File: config.mk
export PLATFORM = sky130hd
export DESIGN_NAME = adc_servo_sequencer
export DESIGN_NICKNAME = d
export VERILOG_FILES = /design/src/rtl/adc_servo_sequencer.sv
export SDC_FILE = /design/constraint.sdc
export NUM_CORES = 1
export LEC_CHECK = 0
export ABC_CLOCK_PERIOD_IN_PS = 1650
export BUFFER_PORTS_ARGS = -buffer_cell sky130_fd_sc_hd__clkbuf_2
export CORE_UTILIZATION = 51
export CTS_CLUSTER_DIAMETER = 50
export DETAILED_ROUTE_END_ITERATION = 8
export GPL_TIMING_DRIVEN = 0
export PLACE_DENSITY = 0.75
export SLEW_MARGIN = 20
export SYNTH_ARGS = -nofsm -noshare
export SYNTH_HDL_FRONTEND = slang
export SYNTH_SLANG_ARGS = --single-unit
export TNS_END_PERCENT = 30
File: constraint.sdc
create_clock -name clock -period 1.65 [get_ports clock]
set_input_delay 0 -clock clock [delete_from_list [all_inputs] [get_ports clock]]
set_output_delay 0 -clock clock [all_outputs]
set_load 0.005 [all_outputs]
File: src/rtl/adc_servo_sequencer.sv
// ADC sample sequencer: periodic tick, windowed averaging with ready/ack handshake,
// and prioritised servo-case selection (rest > processor write > auto from average).
module adc_servo_sequencer #(
    parameter int SAMPLE_PERIOD = 500,
    parameter int AVG_LOG2      = 3,
    parameter bit AUTO_EN       = 1'b1
) (
    input  logic       clock,
    input  logic       ctrl_reset,
    input  logic [7:0] JA,
    input  logic       rest,
    input  logic       active,
    input  logic       cpu_ack,
    input  logic       cpu_case_we,
    input  logic [2:0] cpu_case,
    output logic [7:0] sample_avg,
    output logic       sample_ready,
    output logic       overrun,
    output logic [2:0] servo_case,
    output logic       busy
);

    localparam int CNT_W = $clog2(SAMPLE_PERIOD);
    localparam int ACC_W = 8 + AVG_LOG2;
    localparam int N_W   = (AVG_LOG2 > 0) ? AVG_LOG2 : 1;
    localparam logic [CNT_W-1:0] CNT_LAST = CNT_W'(SAMPLE_PERIOD - 1);
    localparam logic [N_W-1:0]   N_LAST   = N_W'((1 << AVG_LOG2) - 1);

    typedef enum logic [1:0] {
        IDLE,
        ACCUM,
        DONE
    } state_t;

    state_t           r_state;
    state_t           w_next;
    logic             w_start;
    logic             w_tick;
    logic             w_add;
    logic [CNT_W-1:0] r_tick_cnt;
    logic [ACC_W-1:0] r_acc;
    logic [N_W-1:0]   r_n;
    logic [7:0]       w_avg;
    logic [7:0]       r_sample_avg;
    logic             r_sample_ready;
    logic             r_overrun;
    logic [2:0]       r_servo_case;

    assign w_tick = (r_tick_cnt == CNT_LAST);
    assign w_add  = (r_state == ACCUM) && active && !rest && w_tick;
    // Shift-by-AVG_LOG2 truncating average taken as a slice of the accumulator.
    assign w_avg  = r_acc[AVG_LOG2 +: 8];

    always_ff @(posedge clock or negedge ctrl_reset) begin
        if (!ctrl_reset) begin
            r_tick_cnt <= '0;
        end else if (w_tick) begin
            r_tick_cnt <= '0;
        end else begin
            r_tick_cnt <= r_tick_cnt + CNT_W'(1);
        end
    end

    always_ff @(posedge clock or negedge ctrl_reset) begin
        if (!ctrl_reset) begin
            r_state <= IDLE;
        end else begin
            r_state <= w_next;
        end
    end

    always_comb begin
        w_next  = r_state;
        w_start = 1'b0;
        case (r_state)
            IDLE: begin
                if (active && !rest) begin
                    w_next  = ACCUM;
                    w_start = 1'b1;
                end
            end
            ACCUM: begin
                if (rest || !active) begin
                    w_next = IDLE;
                end else if (w_tick && (r_n == N_LAST)) begin
                    w_next = DONE;
                end
            end
            DONE: begin
                if (active && !rest) begin
                    w_next  = ACCUM;
                    w_start = 1'b1;
                end else begin
                    w_next = IDLE;
                end
            end
            default: w_next = IDLE;
        endcase
    end

    always_ff @(posedge clock or negedge ctrl_reset) begin
        if (!ctrl_reset) begin
            r_acc <= '0;
            r_n   <= '0;
        end else if (w_start) begin
            r_acc <= '0;
            r_n   <= '0;
        end else if (w_add) begin
            r_acc <= r_acc + ACC_W'(JA);
            r_n   <= r_n + N_W'(1);
        end
    end

    // A DONE-cycle set takes priority over a coincident ack.
    always_ff @(posedge clock or negedge ctrl_reset) begin
        if (!ctrl_reset) begin
            r_sample_avg   <= '0;
            r_sample_ready <= 1'b0;
            r_overrun      <= 1'b0;
        end else if (r_state == DONE) begin
            r_sample_avg   <= w_avg;
            r_sample_ready <= 1'b1;
            if (r_sample_ready && !cpu_ack) begin
                r_overrun <= 1'b1;
            end
        end else if (cpu_ack && r_sample_ready) begin
            r_sample_ready <= 1'b0;
        end
    end

    always_ff @(posedge clock or negedge ctrl_reset) begin
        if (!ctrl_reset) begin
            r_servo_case <= '0;
        end else if (rest) begin
            r_servo_case <= '0;
        end else if (cpu_case_we) begin
            r_servo_case <= cpu_case;
        end else if ((r_state == DONE) && AUTO_EN) begin
            r_servo_case <= w_avg[7:5];
        end
    end

    assign sample_avg   = r_sample_avg;
    assign sample_ready = r_sample_ready;
    assign overrun      = r_overrun;
    assign servo_case   = r_servo_case;
    assign busy         = (r_state != IDLE);

endmodule

-- Word level (Yosys, flattened, before mapping)
Index checks and enable logic that the tools add are counted.
- flip-flop bits (word level): 38
- input port bits: 17
- reductions and logical operators: 19
- add/sub/neg operators: 3
- multiplexer cells: 17
- equal/unequal tests: 6
- operators by type and width (operator ; count):
    $mux W11 ; 2
    $mux W3 ; 5
    $add A11 B8 Y11 ; 1
    $add A9 B1 Y9 const B ; 1
    $eq A9 B9 Y1 const B ; 1
    $mux W9 ; 1
    $logic_and A1 B1 Y1 ; 7
    $mux W2 ; 3
    $pmux W2 S3 ; 1
    $reduce_bool A2 Y1 ; 3
    $mux W1 ; 5
    $reduce_and A2 Y1 ; 2
    $add A3 B1 Y3 const B ; 1
    $eq A3 B3 Y1 const B ; 1
    $logic_not A1 Y1 ; 3
    $ne A3 B1 Y1 const B ; 1
    $reduce_bool A3 Y1 ; 1
    $eq A2 B1 Y1 const B ; 1
    $eq A2 B2 Y1 const B ; 1
    $logic_not A2 Y1 ; 1
    $ne A2 B2 Y1 const B ; 1
    $reduce_or A2 Y1 ; 1
    $logic_or A1 B1 Y1 ; 1

-- Longest topological paths before layout
Gate-level depths: netlist of the first run.
- word-level depth: 6
- mapped depth: 7
- gate-level depth less buffers: 6

-- Worst setup path after synthesis of the first run
OpenSTA, ideal clock, no wires.
- kind: register to register
- start point: register r_acc[0]
- end point: register r_acc[8]
- period minus slack after synthesis: 1.766 ns
- data arrival time: 1.640 ns
- path slack: -0.116 ns
- buffers on the path: 0
- stages on the path, launching flop included: 7
- library setup time: 0.126 ns
- cells stage by stage: dfrtp_1 -> ha_1 -> fa_1 -> and3_1 -> o21ai_0 -> a21oi_1 -> mux2i_1
- longest elaborated chain between the ends: 3
- RTL lines (what ; RTL line ; RTL):
    from (decl) ; 41 ; logic [ACC_W-1:0] r_acc;
    from (signal assigned) ; 109 ; r_acc <= r_acc + ACC_W'(JA);
    $add A11 B8 Y11 ; 109 ;
    $mux W11 ; 108 ; end else if (w_add) begin
    $mux W11 ; 105 ; end else if (w_start) begin
Every way passes these cells. The select of a mux whose other input is x is not followed.
A chain may end at the register's enable or synchronous reset.

-- Worst setup path in the final report of the first run
- start point: register r_acc[0]
- end point: register r_acc[6]
The elaborated chain is that of the path after synthesis.

==> flow_metrics.tcl, run 1 <==
set metrics [dict create \
    tightest_slew_ps 936 \
    synthesis.nets 224 \
    synth_edf_count 0 \
    max_freq_ghz 0.597 \
    hold_class "input pin to flip-flop" \
    start_util 0.548 \
    clock_latency_ps 290 \
    slew_headroom 0.376 \
    required_ps 1820 \
    vias 1669 \
    synth_ff_type "dfrtp_1" \
    io_pins 31 \
    drc_errors 0 \
    power_frac_clock 0.475 \
    multi_input_area_um2 1180 \
    drv_cap 0 \
    first_iter_violations 99 \
    track_usage 0.217 \
    netlist.area_leader.share 0.460 \
    async_reset_ff_frac 1.00 \
    yosys_register_bits 38 \
    die_w_um 65.7 \
    grt_pass1_vias 1542 \
    ys_types 48 \
    tns_ps -68.5 \
    antenna_found_initial 0 \
    fp.coreArea_um2 3770 \
    design_area_um2 2720 \
    postRouteWirelength_um 4370 \
    worst_slack_ps -24.8 \
    synth.area.top_cells "dfrtp_1 (46%), ha_1 (6.7%), mux2_2 (6.0%)" \
    clockBufferDepth 2 \
    fin_crit_sh 1.02 \
    wire_per_inst_um 14.7 \
    ant_nets 0 \
    p_int_w 0.00165 \
    violations "setup timing" \
    dpl_cell_area_um2 2290 \
    synth.avg_cell_area_um2 10.6 \
    finClkSkew_ps 11.1 \
    hold_depth 3 \
    p_sw_frac 0.197 \
    seqCellArea_um2 952 \
    r2r_slack_ps -20 \
    status "finished with violations" \
    p_comb_frac 0.068 \
    synthesis.area_um2 2070 \
    gp_congestion 0.890 \
    nNetsFinal 278 \
    grt_pass1_wl_um 7090 \
    min_from "cpu_case_we" \
    syn_to_final_growth_pct 31.5 \
    grt_max_degree 39 \
    vdd_drop_max_mv 0.516 \
    power_density_nw_per_um2 755 \
    ys_top_cells_by_count "dfrtp_1 (38), nand2_1 (20), nand3_1 (14)" \
    io_buffers 30 \
    netlist.top_cell.by_area "dfrtp_1" \
    min_to "servo_case[1]$_DFFE_PN0P_" \
    rsz0062_at_grt "true" \
    seqPwrFrac 0.457 \
    timing.rr.start "r_acc[0]$_DFFE_PN0P_" \
    rows 22 \
    setup_violations 3 \
    chipHeight_um 65.7 \
    hold_ws_ps 31.6 \
    cts_buffers 5 \
    post-synth-top-count-cell "dfrtp_1" \
    finalPower_w 0.00205 \
    end_kind "flip-flop" \
    yosys_warnings 0 \
    critPathArrivalTime_ps 1850 \
    dr.pass1.iters 4 \
    cts_max_level 2 \
    root_buffer "clkbuf_8" \
    pre_cts_slack_ps -127 \
    yosysSeqAreaShare 0.460 \
    path_clk_slew_ps 80 \
    drive_above_1_share 0.372 \
    finalHoldViolCount 0 \
    fill_cells 265 \
    dpl.hpwl_um 2800 \
    clkSinkCount 38 \
    slew_viol_final 0 \
    p_leak_nw 1.31 \
    gr-total-overflow 0 \
    routed_via_density 5.60 \
    worstSetupPathType "flip-flop to flip-flop" \
    critical_path.max_fanout 3 \
    p_switching_w 0.000405 \
    finalCriticalPeriod_ps 1670 \
    antenna_cells 0 \
    worst_setup_path_start_kind "flip-flop" \
    design.die.area_um2 4310 \
    cts_tree "yes" \
    netlist_instances 195 \
    reg2reg_to "r_acc[6]$_DFFE_PN0P_" \
    r2r_cells 6 \
]
## worst max-delay path, stage by stage, from the launching register on
cell and delay [ps]:
dfrtp_1 410, ha_4 180, fa_2 340, and3_4 180, o211ai_1 240, a211o_1 160, nand3_1 70
## worst max-delay path by stage
stage                                     from              endpoint  depth (start not counted)
final                     r_acc[0]$_DFFE_PN0P_  r_acc[6]$_DFFE_PN0P_                          6
after global routing      r_acc[4]$_DFFE_PN0P_  r_acc[7]$_DFFE_PN0P_                          5
after CTS                 r_acc[0]$_DFFE_PN0P_  r_acc[6]$_DFFE_PN0P_                          6
after detailed placement  r_acc[1]$_DFFE_PN0P_  r_acc[7]$_DFFE_PN0P_                          5
after global placement    r_acc[1]$_DFFE_PN0P_  r_acc[7]$_DFFE_PN0P_                          5
after floorplan           r_acc[1]$_DFFE_PN0P_  r_acc[7]$_DFFE_PN0P_                          5
## power groups by stage
| stage | Sequential, W | Clock, W | Combinational [W] |
|---|---|---|---|
| after global routing | 0.000940 | 0.00102 | 0.000155 |
| final | 0.000939 | 0.000975 | 0.000139 |
| after floorplan | 0.000958 | 0 | 0.0000466 |
| after detailed placement | 0.000957 | 0 | 0.000103 |
| after CTS | 0.000939 | 0.000990 | 0.000127 |
| after global placement | 0.000957 | 0 | 0.000102 |
## state kept, by name (all words and copies together) (netlist names)
| name | flops |
|---|---|
| overrun | 1 |
| r_state | 2 |
| servo_case | 3 |
| r_tick_cnt | 9 |
| sample_avg | 8 |
| r_acc | 11 |
| sample_ready | 1 |
| r_n | 3 |
## cells by family after synthesis
kind of cell	share of synthesized area
and+or+nand+nor	0.190
DFF	0.460
AOI/OAI and AO/OA	0.116
muxes	0.0938
buffers and inverters	0.0351
adders and majority gates	0.0762
xor gates and xnor gates	0.0296
## stage by stage
stage	cells	utilization
floorplan	195	-
global placement	273	0.608
detailed placement	273	0.608
CTS	292	0.693
global route	298	0.721
finish	298	0.721
## per-layer routing
layer	wire (um)	GRT usage	part of all wire
met1	2050	0.285	0.47
met2	2090	0.358	0.48
met3	178	0.0417	0.041
met4	57	0.0652	0.013
met5	0	0	0
## what timing repair did
item                       CTS  global route
cloned                       0             0
hold endpoints to repair    44             0
setup buffers                4             6
setup endpoints to repair    6            16
pin swaps                   11            14
hold buffers                 7             0
resized for setup           10            20
## cell type report
type,instances,share of cell area
Tap cell,48,0.0221
Multi-Input combinational cell,144,0.434
Inverter,4,0.00552
Sequential cell,38,0.350
Clock inverter,2,0.0221
Timing Repair Buffer,47,0.109
Clock buffer,6,0.0304
Buffer,9,0.0276
## cells in the final DEF (no fill, tap or decap), types with 3 or more instances in the layout
cell type      netlist  routed
a21o_1               3       3
a21oi_1              9       7
buf_2                3       3
buf_4                1      10
buf_6                2       5
clkbuf_2             1      30
clkbuf_8             0       6
dfrtp_1             38      37
dlygate4sd3_1        0       7
ha_1                11       3
ha_4                 0       6
inv_1                4       4
mux2_2              11      11
mux2i_1              7       7
nand2_1             20      20
nand2b_1             6       6
nand3_1             14      14
nand4_1              3       3
nor2_1               7       6
o21ai_0             10       7
o21ai_1              1       3
or3_1                3       3
xnor2_1              4       4
xor2_1               3       3
Note: power is estimated with default switching activity, not from simulation.
==> inputs of run 2 (changes only) <==
--- a/config.mk
+++ b/config.mk
@@ -13,3 +13,3 @@
 export GPL_TIMING_DRIVEN = 0
-export PLACE_DENSITY = 0.75
+export PLACE_DENSITY_LB_ADDON = 0.08
 export SLEW_MARGIN = 20
==> constraint.sdc (replaced) <==
create_clock -name clock -period 1.65 [get_ports clock]
set_input_delay 0.165 -clock clock [delete_from_list [all_inputs] [get_ports clock]]
set_output_delay 0.165 -clock clock [all_outputs]
set_load 0.005 [all_outputs]
==> flow_metrics.tcl, run 2 (synthesis results as in run 1) <==
set metrics [dict create \
    timing.rr.start "r_acc[1]$_DFFE_PN0P_" \
    track_usage 0.233 \
    crit_family "simple AND/OR/NAND/NOR gates" \
    ant_nets 0 \
    min_to "r_state[0]$_DFFE_PN0P_" \
    clockBufferDepth 2 \
    drv_cap 0 \
    grt_max_degree 39 \
    multi_input_area_um2 1180 \
    worstSetupPathType "flip-flop to flip-flop" \
    cts_buffers 5 \
    crit_chain "ha_4 -> a211oi_2 -> o21ai_2 -> nor4b_1 -> or3_1" \
    vias 1658 \
    crit_path_max_incr_delay_ps 420 \
    p_leak_nw 1.27 \
    setup_violations 2 \
    syn_to_final_growth_pct 27.3 \
    clock_latency_ps 290 \
    die_w_um 65.7 \
    grt_pass1_vias 1642 \
    p_switching_w 0.000398 \
    power_density_nw_per_um2 658 \
    end_kind "flip-flop" \
    grt_pass1_wl_um 7550 \
    critPathArrivalTime_ps 1880 \
    cpMaxStageDelayCell "dfrtp_1" \
    start_util 0.548 \
    clkSinkCount 38 \
    p_comb_frac 0.076 \
    final_common_cell "dfrtp_1" \
    p_int_w 0.00133 \
    largest_register "r_acc" \
    pre_cts_slack_ps -209 \
    hold_class "input pin to flip-flop" \
    status "finished with violations" \
    worst_slack_ps -59.5 \
    fill_cells 286 \
    routed_via_density 5.64 \
    seqPwrFrac 0.542 \
    vdd_drop_max_mv 0.449 \
    cts_tree "yes" \
    critical_path.max_fanout 3 \
    finalCriticalPeriod_ps 1710 \
    worst_setup_path_start_kind "flip-flop" \
    violations "setup timing" \
    max_freq_ghz 0.585 \
    first_iter_violations 67 \
    io_pins 31 \
    min_from "active" \
    drive_above_1_share 0.378 \
    r2r_cells 5 \
    dp.cells 273 \
    dpl.hpwl_um 3010 \
    rows 22 \
    gr-total-overflow 0 \
    rsz0062_at_grt "true" \
    p_sw_frac 0.230 \
    finalPower_w 0.00173 \
    hold_depth 2 \
    power_frac_clock 0.382 \
    slew_viol_final 0 \
    path_clk_slew_ps 70 \
    nNetsFinal 274 \
    seqCellArea_um2 952 \
    r2r_slack_ps -60 \
    worst-path-buf-inv 0 \
    fp.coreArea_um2 3770 \
    stdcell_count 294 \
    final_cell_mix "dfrtp_1 (37), clkbuf_2 (30), nand2_1 (20), nand3_1 (14), buf_4 (12)" \
    wire_per_inst_um 15.2 \
    fin_crit_sh 1.04 \
    largest_register_ffs 11 \
    reg2reg_to "r_acc[7]$_DFFE_PN0P_" \
    chipHeight_um 65.7 \
    gp_congestion 0.865 \
    drc_errors 0 \
    design.die.area_um2 4310 \
    postRouteWirelength_um 4460 \
    finClkSkew_ps 6.25 \
    io_buffers 30 \
    slew_headroom 0.665 \
    finalHoldViolCount 0 \
    tns_ps -66.0 \
    antenna_cells 0 \
    tightest_slew_ps 499 \
    cts_max_level 2 \
    dr.pass1.iters 4 \
    root_buffer "clkbuf_8" \
    required_ps 1820 \
    antenna_found_initial 0 \
]
-- run 2: cell types whose count changed in the layout (fill, tap and decap cells not counted), sizes merged --
cell,delta
dlygate4sd3,-6
buf,+2
bufinv,-2
clkbuf,+1
clkinv,+1
-- run 2: what timing repair did --
action | in CTS | in global routing
buffers inserted | 11 | 0
cloned | 0 | 0
hold buffers | 0 | 1
endpoints found under the setup margin | 7 | 16
resized for setup | 12 | 13
pin swaps | 10 | 9
hold endpoints to repair | 0 | 9
-- run 2: per-stage QoR --
stage                     hold slack (ps)   util  instance area (um^2)
after floorplan                      -131      -                  2080
after global placement                334  0.608                  2290
after detailed placement              352  0.608                  2290
after CTS                            37.2  0.675                  2540
after global routing                  112  0.698                  2630
final                                95.1  0.698                  2630
-- run 2: worst register-to-register path, stage by stage (launching register included) --
cell and delay [ps]:
dfrtp_1 420, ha_4 240, a211oi_2 300, o21ai_2 110
nor4b_1 160, or3_1 360
-- run 2: layout make-up --
cell class,count,area share
Multi-Input combinational cell,144,0.448
Sequential cell,38,0.362
Timing Repair Buffer,43,0.0998
Clock buffer,7,0.0328
Buffer,9,0.0271
Tap cell,48,0.0228
Inverter,4,0.00570
Clock inverter,1,0.00190
-- run 2: how the worst max path moves through the flow --
| stage | from | endpoint | cells after the start |
|---|---|---|---|
| 2_1_floorplan | r_acc[1]$_DFFE_PN0P_ | r_acc[7]$_DFFE_PN0P_ | 5 |
| 3_3_place_gp | r_acc[1]$_DFFE_PN0P_ | r_acc[7]$_DFFE_PN0P_ | 5 |
| 3_5_place_dp | r_acc[1]$_DFFE_PN0P_ | r_acc[7]$_DFFE_PN0P_ | 5 |
| 4_1_cts | r_acc[0]$_DFFE_PN0P_ | r_acc[6]$_DFFE_PN0P_ | 6 |
| 5_1_grt | r_acc[0]$_DFFE_PN0P_ | r_acc[6]$_DFFE_PN0P_ | 6 |
| 6_report | r_acc[1]$_DFFE_PN0P_ | r_acc[7]$_DFFE_PN0P_ | 5 |
-- run 2: layer usage --
layer	share of wire	up-vias	wire [um]	GRT usage
li1	-	804	-	-
met1	0.44	800	1970	0.281
met2	0.49	44	2210	0.397
met3	0.046	10	206	0.0556
met4	0.018	0	79	0.0924
met5	0	-	0	0
-- run 2: power groups by stage --
stage / logic (W) / registers [W] / clock network, W
2_1_floorplan: 0.0000466 / 0.000958 / 0
5_1_grt: 0.000148 / 0.000940 / 0.000711
3_5_place_dp: 0.000104 / 0.000958 / 0
3_3_place_gp: 0.0000991 / 0.000957 / 0
4_1_cts: 0.000116 / 0.000939 / 0.000683
6_report: 0.000131 / 0.000939 / 0.000662
==> inputs of run 3 (changes only) <==
Settings changed: ABC_AREA from default to 1, CORE_UTILIZATION 51 to 47, SETUP_SLACK_MARGIN from default to 0.05.
==> flow_metrics.tcl, run 3 <==
set metrics [dict create \
    final_common_cell "nand2_1" \
    tns_ps 0 \
    gp_congestion 0.818 \
    design.die.area_um2 4610 \
    yosys_warnings 0 \
    cts_buffers 5 \
    drc_errors 0 \
    path_clk_slew_ps 70 \
    slew_headroom 0.374 \
    clockBufferDepth 2 \
    yosys_register_bits 38 \
    critical_path.max_fanout 3 \
    clock_latency_ps 280 \
    start_util 0.499 \
    met2_usage 0.317 \
    root_buffer "clkbuf_8" \
    p_leak_nw 1.32 \
    synth_edf_count 0 \
    cpMaxStageDelayCell "dfrtp_1" \
    cts_hold_buf 0 \
    netlist_instances 254 \
    synth.avg_cell_area_um2 8.03 \
    cts_tree "yes" \
    syn_to_final_growth_pct 23.3 \
    first_iter_violations 77 \
    routed_via_density 4.94 \
    cts_max_level 2 \
    chipHeight_um 67.9 \
    ys_top_cells_by_count "nand2_1 (84), dfrtp_1 (38), inv_1 (32)" \
    worst_setup_path_start_kind "flip-flop" \
    netlist.area_leader.share 0.466 \
    largest_register "r_acc" \
    fin_crit_sh 0.946 \
    async_reset_ff_frac 1.00 \
    crit_top_cell "nand3_2" \
    use_met3 0.0583 \
    synth_ff_type "dfrtp_1" \
    required_ps 1820 \
    die_w_um 67.9 \
    wire_per_inst_um 12.0 \
    ys_types 26 \
    max_freq_ghz 0.641 \
    grt_max_degree 39 \
    worstSetupPathType "flip-flop to flip-flop" \
    finClkSkew_ps 2.27 \
    fill_cells 379 \
    crit_chain "ha_4 -> fa_2 -> nand3_2 -> nand3_2 -> buf_4 -> xnor2_1 -> o22ai_1" \
    dr.pass1.iters 4 \
    met1_usage 0.249 \
    vias 1715 \
    rows 23 \
    postRouteWirelength_um 4160 \
    largest_register_ffs 11 \
    clkSinkCount 38 \
    end_kind "flip-flop" \
    synthesis.nets 283 \
    post-synth-top-count-cell "nand2_1" \
    grt_pass1_wl_um 6610 \
    yosysSeqAreaShare 0.466 \
    vdd_drop_max_mv 0.488 \
    tightest_slew_ps 939 \
    nNetsFinal 325 \
    fp.coreArea_um2 4090 \
    finalHoldViolCount 0 \
    io_pins 31 \
    synth.area.top_cells "dfrtp_1 (47%), nand2_1 (15%), ha_1 (6.7%)" \
    final_util 0.616 \
    slew_viol_final 0 \
    dpl.hpwl_um 2990 \
    antenna_cells 0 \
    setup_violations 0 \
    gr-total-overflow 0 \
    worst_slack_ps 89.8 \
    power_density_nw_per_um2 699 \
    netlist.top_cell.by_area "dfrtp_1" \
    io_buffers 30 \
    pre_cts_slack_ps -37.2 \
    rsz0062_at_grt "true" \
    crit_path_max_incr_delay_ps 410 \
    final_cell_mix "nand2_1 (84), dfrtp_1 (38), inv_1 (31), clkbuf_2 (30), nor2_1 (20)" \
    drv_cap 0 \
    track_usage 0.193 \
    status "finished, final reports clean" \
    antenna_found_initial 0 \
    finalCriticalPeriod_ps 1560 \
    drive_above_1_share 0.229 \
    ant_nets 0 \
    grt_pass1_vias 1551 \
    synthesis.area_um2 2040 \
    hold_class "input pin to async pin" \
    critPathArrivalTime_ps 1730 \
    grt.busiest_layer "met2" \
]
run 3: final cells by class:
| type | count | area [um^2] | share of cell area |
|---|---|---|---|
| Multi-Input combinational cell | 181 | 1070 | 0.425 |
| Sequential cell | 38 | 951 | 0.378 |
| Timing Repair Buffer | 35 | 191 | 0.0761 |
| Inverter | 33 | 128 | 0.0507 |
| Clock buffer | 6 | 82.6 | 0.0328 |
| Tap cell | 50 | 62.6 | 0.0249 |
| Buffer | 2 | 18.8 | 0.00746 |
| Clock inverter | 2 | 12.5 | 0.00497 |
run 3: power by group:
| group | internal [W] | switching (W) |
|---|---|---|
| clock | 0.000336 | 0.000330 |
| sequential | 0.000942 | 0.00000628 |
| combinational | 0.0000599 | 0.0000858 |
| total | 0.00134 | 0.000422 |
run 3: through the flow:
step,instances,cell area [um^2],hold slack [ps],power (W)
finish,347,2520,11.4,0.00176
global route,347,2520,83.5,0.00184
CTS,344,2400,51.0,0.00177
detailed placement,334,2260,365,0.00110
global placement,334,2260,353,0.00110
floorplan,254,2040,-131,0.00103
run 3: path summary, 6_finish.rpt:
| check | cells past startpoint | to | startpoint | slack (ps) |
|---|---|---|---|---|
| worst min-delay path | 1 | sample_avg[0]$_DFFE_PN0P_ | ctrl_reset | 10 |
| worst max register to register | 7 | r_acc[4]$_DFFE_PN0P_ | r_acc[0]$_DFFE_PN0P_ | 90 |
| max in group asynchronous | 1 | r_tick_cnt[0]$_DFF_PN0_ | ctrl_reset | 1060 |
| worst max-delay path | 7 | r_acc[4]$_DFFE_PN0P_ | r_acc[0]$_DFFE_PN0P_ | 90 |
| min in group clock | 4 | sample_ready$_DFFE_PN0P_ | cpu_ack | 150 |
| worst min register to register | 1 | r_tick_cnt[0]$_DFF_PN0_ | r_tick_cnt[0]$_DFF_PN0_ | 460 |
run 3: critical path, delay by kind of cell (launching register included):
family | cells | cell delay, ps
adders and majority gates | 2 | 540
and+or+nand+nor | 2 | 160
xor gates and xnor gates | 1 | 120
AOI/OAI and AO/OA | 1 | 80
buffers and inverters | 1 | 140
DFF | 1 | 410
run 3: what timing repair did:
item | in CTS | in global routing
pin swaps | 5 | 3
setup buffers | 2 | 3
resized for setup | 8 | 14
endpoints found under the hold margin | 0 | 0
setup endpoints to repair | 2 | 10
run 3: cell families after synthesis:
logic type               share of synthesized area
XOR/XNOR                                    0.0172
multiplexers                               0.00981
adder cells (fa/ha/maj)                     0.0773
AND/OR/NAND/NOR                              0.264
buffers and inverters                       0.0699
flip-flops                                   0.466
AO/OA/AOI/OAI                               0.0956
run 3: routing by layer:
metal,routed length (um),vias up
li1,-,895
met1,2040,785
met2,1930,33
met3,163,2
met4,25,0
met5,0,-
